`src/rtl/rf_scoreboard.sv`:
```
// rf_scoreboard: per-register pending-write tracker for the 5-stage ARM
// pipeline. Each of R0-R14 has a saturating 2-bit count of issued
// instructions whose write-back has not yet happened. Decode is stalled
// (hazard) when it reads a register with an outstanding write that is not
// retiring this very cycle. R15 (PC) is never tracked.
//
// Optional feature: define RF_SCOREBOARD_STATS_EN to add a stall-cycle
// counter (stall_cnt) with a synchronous clear input (stats_clr).
module rf_scoreboard (
  input  logic        clk,
  input  logic        rst,
  input  logic        freeze,
  input  logic        flush,
  input  logic        id_valid,
  input  logic        id_wb_en,
  input  logic [3:0]  id_dest,
  input  logic [3:0]  id_src1,
  input  logic [3:0]  id_src2,
  input  logic        id_two_src,
  input  logic        wb_wb_en,
  input  logic [3:0]  wb_dest,
  output logic        hazard,
  output logic        busy,
  output logic [14:0] pending_mask,
  output logic        overflow,
  output logic        underflow
`ifdef RF_SCOREBOARD_STATS_EN
  ,
  input  logic        stats_clr,
  output logic [15:0] stall_cnt
`endif
);

  logic [1:0]  cnt [15];
  logic        retire;
  logic        issue;
  logic [14:0] inc_vec;
  logic [14:0] dec_vec;
  // Bit 15 stays zero so a PC operand can never report an outstanding write.
  logic [15:0] eff_nz;

  // Decode-side view: which registers are still pending once this cycle's
  // retiring write is accounted for, and whether decode must stall or issue.
  always_comb begin
    retire  = wb_wb_en & ~freeze & (wb_dest != 4'd15);
    dec_vec = '0;
    eff_nz  = '0;
    pending_mask = '0;
    for (int i = 0; i < 15; i++) begin
      dec_vec[i]      = retire & (wb_dest == 4'(i));
      pending_mask[i] = (cnt[i] != 2'd0);
      eff_nz[i]       = (cnt[i] > 2'd1) | ((cnt[i] == 2'd1) & ~dec_vec[i]);
    end
    hazard = id_valid & ~flush &
             (eff_nz[id_src1] | (id_two_src & eff_nz[id_src2]));
    issue  = id_valid & id_wb_en & ~hazard & ~flush & ~freeze &
             (id_dest != 4'd15);
    inc_vec = '0;
    for (int i = 0; i < 15; i++) begin
      inc_vec[i] = issue & (id_dest == 4'(i));
    end
    busy = |pending_mask;
  end

  // Counter update: issue and retire on the same register cancel; otherwise
  // saturate at 3 / 0 and record the misuse in the sticky flags.
  always_ff @(posedge clk or negedge rst) begin
    if (!rst) begin
      for (int i = 0; i < 15; i++) begin
        cnt[i] <= 2'd0;
      end
      overflow  <= 1'b0;
      underflow <= 1'b0;
    end else begin
      for (int i = 0; i < 15; i++) begin
        if (inc_vec[i] && !dec_vec[i]) begin
          if (cnt[i] == 2'd3) begin
            overflow <= 1'b1;
          end else begin
            cnt[i] <= cnt[i] + 2'd1;
          end
        end else if (dec_vec[i] && !inc_vec[i]) begin
          if (cnt[i] == 2'd0) begin
            underflow <= 1'b1;
          end else begin
            cnt[i] <= cnt[i] - 2'd1;
          end
        end
      end
    end
  end

`ifdef RF_SCOREBOARD_STATS_EN
  // Stall statistics: counts non-frozen hazard cycles, saturating; clear wins.
  always_ff @(posedge clk or negedge rst) begin
    if (!rst) begin
      stall_cnt <= 16'd0;
    end else if (stats_clr) begin
      stall_cnt <= 16'd0;
    end else if (hazard && !freeze && stall_cnt != 16'hFFFF) begin
      stall_cnt <= stall_cnt + 16'd1;
    end
  end
`endif

endmodule

```
`config.mk`:
```
export PLATFORM = sky130hd
export DESIGN_NAME = rf_scoreboard
export DESIGN_NICKNAME = d
export VERILOG_FILES = /design/src/rtl/rf_scoreboard.sv
export SDC_FILE = /design/constraint.sdc
export NUM_CORES = 1
export LEC_CHECK = 0
export CAP_MARGIN = 20
export CORE_ASPECT_RATIO = 0.6
export CORE_MARGIN = 2
export CORE_UTILIZATION = 49
export CTS_CLUSTER_SIZE = 30
export DETAILED_ROUTE_END_ITERATION = 12
export MAX_ROUTING_LAYER = met4
export PLACE_DENSITY = 0.71
export SLEW_MARGIN = 40
export SYNTH_ARGS = -nofsm -noshare
export SYNTH_HDL_FRONTEND = slang
export SYNTH_SLANG_ARGS = --single-unit
export TNS_END_PERCENT = 5
```
`constraint.sdc`:
```
create_clock -name clk -period 9.8 [get_ports clk]
set_clock_uncertainty 0.2 [all_clocks]
set_input_delay 2.45 -clock clk [delete_from_list [all_inputs] [get_ports clk]]
set_output_delay 2.45 -clock clk [all_outputs]
set_load 0.005 [all_outputs]
```
Yosys cells after proc, flatten, opt, wreduce, memory -nomap -nowiden
Cells that the tools add are included.

Register bits after elaboration: 32. Input port bits: 24. Logic and storage cells: 505.

Add/sub/neg operators: 30. $lt $le $gt $ge: 17. Equality and inequality tests: 90. Mux-type cells: 139. Bitwise logic cells: 89. Reduce and logical (&&, ||, !) cells: 123.

Operator list (count): 2-bit 2-to-1 mux (60); 1-bit 2-to-1 mux (77); 2-bit inequality test, second input constant (30); 2-bit nonzero test (30); 4-bit == test, second input constant (14); 1-bit bitwise AND (55); 3-bit AND reduction (15); 4-bit by 3-bit == test with 1-bit output, second input constant (8); 2-bit by 1-bit adder with 2-bit output, second input constant (15); 2-bit by 1-bit == test with 1-bit output, second input constant (15); 2-bit == test, second input constant (15); 2-bit by 1-bit > comparator with 1-bit output, second input constant (15); 1-bit logical AND (30); 1-bit logical NOT (30); 2-bit logical NOT (15); 2-bit by 1-bit subtractor with 2-bit output, second input constant (15); 1-bit NOT (18); 4-bit by 2-bit == test with 1-bit output, second input constant (4); 1-bit bitwise OR (16); 15-bit OR reduction (1); 4-bit by 5-bit less-than comparator with 1-bit output, second input constant (2); 1-bit binary-select mux with 4-bit select (2); 4-bit by 1-bit == test with 1-bit output, second input constant (2); 4-bit logical NOT (2); 4-bit inequality test, second input constant (2).

Logic depth before layout (Yosys ltp)
Depth in word-level cells: 64. Depth in mapped cells: 15. Mapped depth without buffers: 14.

Worst setup path before layout
OpenSTA, ideal clock, no wires.

Path kind: input to output. Start: in wb_dest[0]. End: out hazard. Data arrival time: 4009 ps. Setup slack: 3141 ps. Cell stages on the path: 9. Cells stage by stage: buf_2 -> nor2b_1 -> buf_2 -> a31o_2 -> a31oi_1 -> a41oi_2 -> a211o_2 -> buf_6 -> a21oi_1.

Cells in the longest elaborated chain, start to end: 11.

RTL lines: start: declaration (line 21) `input logic [3:0] wb_dest,`; 4-bit inequality test (line 45) `retire = wb_wb_en & ~freeze & (wb_dest != 4'd15);`; 1-bit bitwise AND (line 45); 1-bit bitwise AND (line 50) `dec_vec[i] = retire & (wb_dest == 4'(i));`; 1-bit NOT (line 52) `eff_nz[i] = (cnt[i] > 2'd1) | ((cnt[i] == 2'd1) & ~dec_vec[i]);`; 1-bit bitwise AND (line 52); 1-bit bitwise OR (line 52); 1-bit binary-select mux with 4-bit select (line 55) `(eff_nz[id_src1] | (id_two_src & eff_nz[id_src2]));`; 1-bit 2-to-1 mux (not written as such) (line 55); 1-bit bitwise AND (line 55); 1-bit bitwise OR (*) (line 55); 1-bit bitwise AND (*) (line 54) `hazard = id_valid & ~flush &`; end: declaration (line 22) `output logic hazard,`.

Mark *: on every way between the ends. The rest lies on a longest branch, timed or not. The select of a mux whose other input is x is not followed.

Worst setup path in the final report
Ends and elaborated chain as after synthesis.

==> results.sh <==
export IMPL_gp_congestion=0.937
export IMPL_drv_slew=0
export IMPL_ir_drop_v=0.000116
export IMPL_r2r_start="cnt[13]$_DFFE_PN0P_"
export IMPL_io_buffers=42
export IMPL_die_w_um=122
export IMPL_cts_tree="done"
export IMPL_crit_family="simple AND/OR/NAND/NOR gates"
export IMPL_power_total_mw=0.974
export IMPL_synthCells=502
export IMPL_n_antenna_cell=0
export IMPL_die_area_um2=9140
export IMPL_cts_hold_buf=0
export IMPL_ios=43
export IMPL_end_kind="output pin"
export IMPL_wirelength_mm=12.6
export IMPL_die_h_um=74.8
export IMPL_hp_class="reg2reg"
export IMPL_hpwl_mm=10.2
export IMPL_grt_util_all_layers=0.297
export IMPL_cpMostUsedCell="clkdlybuf4s50_1"
export IMPL_clk_pin_slew_ps=50
export IMPL_slowest_stage="clkdlybuf4s50_1"
export IMPL_insertion_delay_ps=290
export IMPL_final_util=0.591
export IMPL_r2r_slack_ps=5710
export IMPL_ys_seq_elements=32
export IMPL_vias=4014
export IMPL_cp_cell_sequence="clkdlybuf4s50_1 -> nor2b_1 -> a31oi_1 -> and3_1 -> nor4_1 -> a211o_2 -> a21oi_1 -> clkdlybuf4s50_1"
export IMPL_setup_tns_ps=0
export IMPL_synth_nets=601
export IMPL_setup_slack_ps=1600
export IMPL_crit_type="in2out"
export IMPL_startpoint="wb_dest[0]"
export IMPL_fin_cells=644
export IMPL_fin_hold_ws_ps=322
export IMPL_antenna_found_initial=0
export IMPL_gr_total_overflow=0
export IMPL_design_core_area_um2=8010
export IMPL_max_cap_violations=0
export IMPL_tightest_slew_ps=684
export IMPL_area_growth_pct=15.4
export IMPL_nNetsFinal=634
export IMPL_place_area_um2=4560
export IMPL_finalHoldViolations=0
export IMPL_fin_area_um2=4730
export IMPL_crit_fanout=31
export IMPL_leakagePower_nw=2.11
export IMPL_synth_area_top_cells="ha_1, dfrtp_1, inv_1, a21oi_1, xnor2_1"
export IMPL_grt_pass1_wl_mm=19.7
export IMPL_cts_buffer_depth=2
export IMPL_synthArstFlopShare=1.00
export IMPL_start_kind="primary input"
export IMPL_max_slew_margin_rel=0.543
export IMPL_first_pass_iters=5
export IMPL_critPathBufInv=2
export IMPL_ys_warn_count=0
export IMPL_start_util=0.512
export IMPL_synth_flop_cell="dfrtp_1"
export IMPL_via_per_inst=6.23
export IMPL_netlist_top_cell_by_area="ha_1"
export IMPL_wl_per_cell_um=19.6
export IMPL_synth_area_um2=4100
export IMPL_cts_buffers=5
export IMPL_postCtsSetupBuffers=0
export IMPL_drcViolationCount=0
export IMPL_period_minus_slack_ps=8200
export IMPL_powerDensity_nw_per_um2=206
export IMPL_max_freq_ghz=0.122
export IMPL_drive_gt1_frac=0.0373
export IMPL_synth_seq_area_share=0.195
export IMPL_grt_max_degree=33
export IMPL_status="finished clean"
export IMPL_h_tree_depth=2
export IMPL_synth_edff_count=0
export IMPL_dp_cells=636
export IMPL_drt_iter0_markers=422
export IMPL_cts_root_buf="clkbuf_16"
export IMPL_synth_cell_type_count=65
export IMPL_worstHoldStart="overflow$_DFF_PN0_"
export IMPL_fill_cells=723
export IMPL_antenna_left=0
export IMPL_cts_repair_resized=0
export IMPL_avgSynthCellArea_um2=8.17
export IMPL_required_ps=7150
export IMPL_period_share=0.837
export IMPL_rsz0062_at_grt="false"
export IMPL_slowest_delay_ps=650
export IMPL_clock_sinks=32
export IMPL_dp_slack_ps=1680
export IMPL_synth_top_area_frac=0.229
export IMPL_setup_viol=0
export IMPL_row_count=25
export IMPL_arrival_ps=5550
export IMPL_first_global_vias=3630
[cell families (layout without fill, tap and decap cells)]
group | after synthesis | count (layout) | synth area share
and+or+nand+nor | 168 | 168 | 0.242
adders and majority gates | 75 | 75 | 0.229
xor gates and xnor gates | 15 | 15 | 0.0321
buffers and inverters | 83 | 117 | 0.0855
AOI/OAI and AO/OA | 127 | 127 | 0.211
muxes | 2 | 2 | 0.00519
DFF | 32 | 32 | 0.195
[cell usage in the layout, fill, tap and decap left out, types with 9 or more instances in the layout]
| cell | count |
|---|---|
| inv_1 | 65 |
| clkdlybuf4s50_1 | 42 |
| nor3_1 | 13 |
| nor2_1 | 34 |
| o21ai_0 | 21 |
| and3_1 | 10 |
| nand4_1 | 15 |
| dfrtp_1 | 32 |
| a211oi_1 | 9 |
| nand3_1 | 16 |
| a21oi_1 | 31 |
| nor4_1 | 11 |
| ha_1 | 75 |
| a31oi_1 | 11 |
| nand2_1 | 17 |
| xnor2_1 | 15 |
| and4_1 | 10 |
[cells in the mapped netlist (all sizes together) (3+ instances only)]
master  number
nand3b       6
nor4        11
a22oi        7
a21o         5
nor2        35
o21bai       6
nor3        13
dfrtp       32
nand4       15
nand3       16
xnor2       15
and4        10
buf         12
ha          75
o21ai       22
nand2b       8
a32oi        8
a211o        3
nand2       17
a21oi       31
inv         65
a221o        3
or4b         3
or3          4
nor3b        6
a31oi       11
and3        10
nand4b       3
a211oi       9
clkbuf       6
[flip-flops by register name, summed over array words and instances (netlist names)]
register	count
cnt	30
underflow	1
overflow	1
[power breakdown]
group	switching, mW	internal [mW]
clock network	0.0650	0.119
registers	0.0642	0.187
logic	0.307	0.231
total	0.437	0.538
[layer usage]
layer,up-vias,GRT usage,part of all wire
li1,1915,-,-
met1,1914,0.438,0.51
met2,174,0.402,0.38
met3,11,0.0795,0.10
met4,0,0.0587,0.011
met5,-,-,0
[final timing paths]
kind / cells past startpoint / end
max: 8 / hazard
min: 2 / overflow$_DFF_PN0_
max reg2reg: 14 / underflow$_DFF_PN0_
min reg2reg: 2 / overflow$_DFF_PN0_
max in group asynchronous: 2 / cnt[14]$_DFFE_PN0P_
min in group asynchronous: 2 / cnt[17]$_DFFE_PN0P_
[area by class of cell]
cell class / count / area (um2) / area share
Inverter: 65 / 244 / 0.0516
Clock buffer: 5 / 125 / 0.0264
Multi-Input combinational cell: 387 / 2950 / 0.623
Sequential cell: 32 / 801 / 0.169
Clock inverter: 3 / 42.5 / 0.00899
Tap cell: 108 / 135 / 0.0286
Timing Repair Buffer: 44 / 435 / 0.0920
[worst register-to-register path, cell delays in order (launching register included)]
cell	delay, ps
dfrtp_1	420
inv_1	100
ha_1	270
nor2_1	350
a311oi_1	100
a2111o_1	410
o311ai_1	100
a211o_2	440
and4_1	280
ha_1	250
nor2_1	100
a22oi_1	230
nand3_1	120
a2111oi_0	410
nand4_1	140
Power figures use the tool's default switching activity.
